==> config.mk <==
export PLATFORM = sky130hd
export DESIGN_NAME = sv32_dtlb_translate
export DESIGN_NICKNAME = d
export VERILOG_FILES = /design/src/rtl/sv32_dtlb_translate.sv
export SDC_FILE = /design/constraint.sdc
export NUM_CORES = 1
export LEC_CHECK = 0
export ABC_CLOCK_PERIOD_IN_PS = 5680
export CORE_AREA = 10 10 156 216
export DETAILED_ROUTE_END_ITERATION = 8
export DIE_AREA = 0 0 166 226
export PLACE_DENSITY = 0.85
export SLEW_MARGIN = 20
export SYNTH_ARGS = -nofsm -noshare
export SYNTH_HDL_FRONTEND = slang
export SYNTH_SLANG_ARGS = --single-unit
==> constraint.sdc <==
create_clock -name clk -period 5.68 [get_ports clk]
set_input_delay 1.136 -clock clk [delete_from_list [all_inputs] [get_ports clk]]
set_output_delay 1.136 -clock clk [all_outputs]
set_load 0.01 [all_outputs]
==> src/rtl/sv32_dtlb_translate.sv <==
// sv32_dtlb_translate: SV32 data-side VA->PA translation with a fully associative, ASID-tagged TLB
//
// Sits between the LSU address path and the shared page table walker; hits translate without a walk.
// Supports 4 KiB pages, 4 MiB megapages, satp bare mode, MPRV/MPP, SUM, MXR and sfence.vma flush.
//
// Parameters: TLB_ENTRIES (power of two, 1..16), ASID_BITS (satp[30:22] tag width, 0 = no tagging)
// Build option: SV32_AD_CHECK_EN adds A=0 / store-with-D=0 faults (software-managed A/D bits).
//
// Ports:
//   clk, resetn          clock, asynchronous active-low reset
//   address, is_write    virtual address and access type (1 = store/AMO)
//   privilege_mode       current privilege
//   satp, mstatus        CSRs (satp MODE/ASID; mstatus MPRV, MPP, SUM, MXR)
//   valid / ready        request held until the one-cycle ready pulse
//   physical_address     34-bit result, all ones on fault
//   page_fault, tlb_hit  result qualifiers, pulse with ready
//   walk_valid/_ready    PTW handshake; walk_pte/walk_level valid with walk_ready
//   tlb_flush            one-cycle pulse invalidating every entry
module sv32_dtlb_translate #(
    parameter int TLB_ENTRIES = 4,
    parameter int ASID_BITS   = 9
) (
    input  logic        clk,
    input  logic        resetn,
    input  logic [31:0] address,
    input  logic        is_write,
    input  logic [1:0]  privilege_mode,
    input  logic [31:0] satp,
    input  logic [31:0] mstatus,
    input  logic        valid,
    output logic        ready,
    output logic [33:0] physical_address,
    output logic        page_fault,
    output logic        tlb_hit,
    output logic        walk_valid,
    input  logic        walk_ready,
    input  logic [31:0] walk_pte,
    input  logic        walk_level,
    input  logic        tlb_flush
);
    localparam int IW = TLB_ENTRIES > 1 ? $clog2(TLB_ENTRIES) : 1;
    localparam int AW = ASID_BITS > 0 ? ASID_BITS : 1;
    localparam logic [1:0] PRIV_U = 2'd0;
    localparam logic [1:0] PRIV_S = 2'd1;
    localparam logic [1:0] PRIV_M = 2'd3;
    localparam logic [33:0] FAULT_PA = 34'h3_FFFF_FFFF;

    typedef enum logic [1:0] {IDLE, WALK, CHECK} state_t;
    state_t state_q, state_d;

    logic        ready_q, ready_d, fault_q, fault_d, hit_q, hit_d;
    logic [33:0] pa_q, pa_d;
    logic [31:0] req_va_q, req_va_d, wpte_q, wpte_d;
    logic        req_wr_q, req_wr_d, wmega_q, wmega_d;
    logic        flushed_q, flushed_d, dropped_q, dropped_d;

    logic [TLB_ENTRIES-1:0] ent_v_q, ent_v_d, ent_mega_q, match;
    logic [19:0]   ent_vpn_q  [TLB_ENTRIES];
    logic [AW-1:0] ent_asid_q [TLB_ENTRIES];
    logic [31:0]   ent_pte_q  [TLB_ENTRIES];
    logic [IW-1:0] rr_q, rr_d, hit_idx, victim;
    logic          lookup_hit, has_free, fill, hit_fault, walk_fault;

    logic [1:0]    eff_priv;
    logic          sum, mxr, bare, unused_ok;
    logic [AW-1:0] asid;

    assign eff_priv  = mstatus[17] ? mstatus[12:11] : privilege_mode;
    assign sum       = mstatus[18];
    assign mxr       = mstatus[19];
    assign bare      = eff_priv == PRIV_M || !satp[31];
    assign asid      = ASID_BITS > 0 ? satp[22 +: AW] : '0;
    assign unused_ok = ^{satp, mstatus};

    function automatic logic pte_fault(input logic [31:0] pte, input logic mega, input logic wr,
                                       input logic [1:0] priv, input logic s_um, input logic m_xr);
        logic rd;
        rd = pte[1] | (m_xr & pte[3]);
        pte_fault = !pte[0] || (pte[2] && !pte[1]) || !(pte[1] || pte[3])
                 || (mega && pte[19:10] != 10'd0)
                 || (priv == PRIV_S && pte[4] && !s_um)
                 || (priv == PRIV_U && !pte[4])
                 || (wr ? !pte[2] : !rd)
`ifdef SV32_AD_CHECK_EN
                 || !pte[6] || (wr && !pte[7])
`endif
                 ;
    endfunction

    function automatic logic [33:0] pa_of(input logic [31:0] pte, input logic mega, input logic [31:0] va);
        pa_of = mega ? {pte[31:20], va[21:0]} : {pte[31:10], va[11:0]};
    endfunction

    // Megapage entries compare VPN1 only; global entries ignore the ASID.
    always_comb begin
        match      = '0;
        lookup_hit = 1'b0;
        hit_idx    = '0;
        has_free   = 1'b0;
        victim     = rr_q;
        for (int i = TLB_ENTRIES - 1; i >= 0; i--) begin
            match[i] = ent_v_q[i] && ent_vpn_q[i][19:10] == address[31:22]
                    && (ent_mega_q[i] || ent_vpn_q[i][9:0] == address[21:12])
                    && (ASID_BITS == 0 || ent_pte_q[i][5] || ent_asid_q[i] == asid);
            if (match[i]) begin
                lookup_hit = 1'b1;
                hit_idx    = IW'(i);
            end
            if (!ent_v_q[i]) begin
                has_free = 1'b1;
                victim   = IW'(i);
            end
        end
    end

    assign hit_fault  = pte_fault(ent_pte_q[hit_idx], ent_mega_q[hit_idx], is_write, eff_priv, sum, mxr);
    assign walk_fault = pte_fault(wpte_q, wmega_q, req_wr_q, eff_priv, sum, mxr);

    always_comb begin
        state_d   = state_q;
        ready_d   = 1'b0;
        fault_d   = 1'b0;
        hit_d     = 1'b0;
        pa_d      = pa_q;
        req_va_d  = req_va_q;
        req_wr_d  = req_wr_q;
        wpte_d    = wpte_q;
        wmega_d   = wmega_q;
        flushed_d = flushed_q | tlb_flush;
        dropped_d = dropped_q | !valid;
        fill      = 1'b0;
        case (state_q)
            IDLE: if (valid && !ready_q) begin
                if (bare) begin
                    ready_d = 1'b1;
                    pa_d    = {2'b00, address};
                end else if (lookup_hit) begin
                    ready_d = 1'b1;
                    hit_d   = 1'b1;
                    fault_d = hit_fault;
                    pa_d    = hit_fault ? FAULT_PA : pa_of(ent_pte_q[hit_idx], ent_mega_q[hit_idx], address);
                end else begin
                    state_d   = WALK;
                    req_va_d  = address;
                    req_wr_d  = is_write;
                    flushed_d = 1'b0;
                    dropped_d = 1'b0;
                end
            end
            WALK: if (walk_ready) begin
                state_d = CHECK;
                wpte_d  = walk_pte;
                wmega_d = walk_level;
            end
            CHECK: begin
                state_d = IDLE;
                ready_d = valid && !dropped_q;
                fault_d = ready_d && walk_fault;
                pa_d    = !ready_d ? pa_q : walk_fault ? FAULT_PA : pa_of(wpte_q, wmega_q, req_va_q);
                // A flush seen at any point of the walk forbids caching its result.
                fill    = !walk_fault && !flushed_q && !tlb_flush;
            end
            default: state_d = IDLE;
        endcase
    end

    assign ent_v_d = tlb_flush ? '0 : ent_v_q | (fill ? TLB_ENTRIES'(1) << victim : '0);
    assign rr_d    = fill && !has_free ? (rr_q == IW'(TLB_ENTRIES - 1) ? '0 : rr_q + 1'b1) : rr_q;

    always_ff @(posedge clk or negedge resetn) begin
        if (!resetn) begin
            state_q   <= IDLE;
            ready_q   <= 1'b0;
            fault_q   <= 1'b0;
            hit_q     <= 1'b0;
            pa_q      <= '0;
            req_va_q  <= '0;
            req_wr_q  <= 1'b0;
            wpte_q    <= '0;
            wmega_q   <= 1'b0;
            flushed_q <= 1'b0;
            dropped_q <= 1'b0;
            ent_v_q   <= '0;
            rr_q      <= '0;
        end else begin
            state_q   <= state_d;
            ready_q   <= ready_d;
            fault_q   <= fault_d;
            hit_q     <= hit_d;
            pa_q      <= pa_d;
            req_va_q  <= req_va_d;
            req_wr_q  <= req_wr_d;
            wpte_q    <= wpte_d;
            wmega_q   <= wmega_d;
            flushed_q <= flushed_d;
            dropped_q <= dropped_d;
            ent_v_q   <= ent_v_d;
            rr_q      <= rr_d;
        end
    end

    // Entry payload is qualified by ent_v_q, so it needs no reset.
    always_ff @(posedge clk) begin
        if (fill) begin
            ent_vpn_q[victim]  <= req_va_q[31:12];
            ent_asid_q[victim] <= asid;
            ent_pte_q[victim]  <= wpte_q;
            ent_mega_q[victim] <= wmega_q;
        end
    end

    assign ready            = ready_q;
    assign physical_address = pa_q;
    assign page_fault       = fault_q;
    assign tlb_hit          = hit_q;
    assign walk_valid       = state_q == WALK;
endmodule

==> results.toml <==
[setup_path]
slowest_delay_ps = 740
cp_slowest_cell = "a21boi_2"
worstPathArrival_ps = 5200
cp-end-kind = "flip-flop"
critPathMaxFanout = 13
critical_path_class = "input port to flip-flop"
path_cells = "clkdlybuf4s50_1 > xor2_1 > nor4_1 > a31oi_1 > or3_1 > a21boi_2 > mux4_2 > o2bb2ai_4 > o21ai_4 > buf_12 > o221ai_1"
rr_worst_depth = 11
cp_data_required_time_ps = 6150
cp-start-kind = "input port"

[global_routing]
grt_max_degree = 75
grt.total_usage_pct = 17.6
grt_pass1_vias = 9451
antenna_found_initial = 2
grt_pass1_wl_mm = 52.6
grt-ovfl-total = 0

[logic_synthesis]
yosys_most_used_dff = "edfxtp_1"
yosys_warnings = 0
synth_cells = 1016
synth_nets = 1154
netlist_area_um2 = 15000
synthArstFlopShare_pct = 32.0
ys_types = 65
avgSynthCellArea_um2 = 14.7
yosys.area.top_type = "edfxtp_1"
synth.area.top_cells = "edfxtp_1, dfrtp_1, mux2_2"
ys_seq_elements = 341
synth_top_area_share_pct = 46.6
synth_commonest_cells = "edfxtp_1, dfrtp_1, mux2_2, mux2i_1, xor2_1"
seq_area_frac_synth_pct = 64.8
synth-edff-count = 232
yosysMostFrequentCell = "edfxtp_1"

[route]
viasPerCell = 5.71
wl_per_cell_um = 21.9
via_count = 8857
drt_iter0_drc = 619
drtAntennaViolNets = 0
drc = 0
drtPass1Iterations = 4
wl_mm = 34.0

[clock_network]
clk_pin_slew_ps = 70
postCtsHoldBufs = 0
clock_path_buffers = 3
numCtsBuffers = 30
clk_latency_ps = 560
cts-root-buf = "clkbuf_16"
cts-resized-gates = 0
cts_setup_buffers = 0
cts_tree = "built"
cts_sinks = 341
htree_num_levels = 1

[cells_and_area]
syn_to_final_growth_pct = 17.8
drive_above_1_share_pct = 18.6
final_area_um2 = 17600
nNetsFinal = 1280

[floorplanning]
die_y_um = 226
core_um2 = 29700
initial_core_util_pct = 50.3
floorplan.die_area_um2 = 37500
row_count = 75
io_pins = 175
die_x_um = 166

[placed_design]
gp_congestion = 0.931
place_area_um2 = 16600
dp.final_hpwl_mm = 23.9
io_buffers = 121

[timing]
finalSetupViolations = 0
worst_pin_slew_ps = 985
slew_headroom_pct = 34.3
post-route-min-period_ps = 4740
drv_slew = 0
setup_tns_ps = 0
skew_ps = 14.8
rsz0062_at_grt = "false"
fin_crit_sh_pct = 83.4
fmax_mhz = 211
hold_viol_final = 0

[flow_run]
drv_cap = 0

[run_status]
outcome = "finished clean"

[power_and_ir_drop]
ir_drop_mv = 0.279
p_leak_nw = 6.41
powerDensity_nw_per_um2 = 363

[hold_path]
whs_path_depth = 2
hold_path.class = "flip-flop to flip-flop"
[worst paths after layout]
path,startpoint,endpoint,slack (ps)
setup / recovery,satp[27],physical_address[7],940
hold / removal,physical_address[1],physical_address[1],500
setup reg to reg,ent_asid_q[3][1],physical_address[7],1810
hold reg to reg,physical_address[1],physical_address[1],500
max in group asynchronous,resetn,ent_v_q[0],3900
min in group asynchronous,resetn,wpte_q[23],720
[layer usage]
metal | share of wire (%) | global-route usage, % | vias up
met2 | 52 | 31.6 | 264
met5 | 0.029 | 0 | -
met4 | 3.5 | 7.67 | 2
li1 | - | - | 4092
met1 | 38 | 20.0 | 4429
met3 | 6.2 | 3.48 | 70
[cells in the final DEF, fill, tap and decap left out, drive strengths merged, types with 14 or more instances in the layout]
cell,n
o21ai,20
buf,29
inv,14
nand2,44
or3,17
edfxtp,232
nor4,20
xor2,69
clkdlybuf4s50,120
xnor2,47
a21oi,36
mux2,84
nor2,33
nor3,20
clkbuf,40
o22ai,22
o221ai,23
nand4,18
mux2i,68
dfrtp,109
[where the power goes]
group | leakage [nW] | internal, mW | switching (mW)
clock network | 0.489 | 1.14 | 0.861
registers | 3.38 | 3.12 | 0.383
logic | 2.54 | 0.514 | 0.376
total | 6.41 | 4.78 | 1.62
[state kept, by name, summed over array words and instances, names as in the netlist]
register	flops
dropped_q	1
ent_asid_q	36
ent_mega_q	4
ent_pte_q	112
ent_v_q	4
ent_vpn_q	80
flushed_q	1
page_fault	1
physical_address	34
ready	1
req_va_q	32
req_wr_q	1
rr_q	2
state_q	2
tlb_hit	1
wmega_q	1
wpte_q	28
[final cells by class]
cell class	instances	area [um2]
diodes	1	2.50
clock buffers	40	850
clock inverters	16	131
fillers	2191	12100
inverters	13	48.8
multi-input cells	607	4960
flip-flops and latches	341	9690
well taps	385	482
repair buffers	149	1440
[through the flow]
step           worst slack [ps]  hold slack, ps  utilization, %  cells  power [mW]
6_report                    942             504            59.2   1552        6.40
3_5_place_dp                379             474            55.9   1495        4.44
2_1_floorplan               731             471               -   1016        3.92
5_1_grt                     598             534            59.2   1552        6.65
4_1_cts                     956             503            59.2   1551        6.43
3_3_place_gp                395             474            55.9   1495        4.37
[cells by family after synthesis]
kind of cell,count (synthesis),share of synthesized area (%)
and+or+nand+nor,199,7.45
xor gates and xnor gates,116,6.89
buffers and inverters,68,2.28
AOI/OAI and AO/OA,138,7.43
adders and majority gates,1,0.0837
muxes,153,11.0
DFF,341,64.8
[critical path, delay by kind of cell]
kind                   cells  cell delay, ps
AO/OA/AOI/OAI              5            1560
AND/OR/NAND/NOR            2            1020
buffers and inverters      2             770
multiplexers               1             450
XOR/XNOR                   1             250
Power figures use the tool's default switching activity.
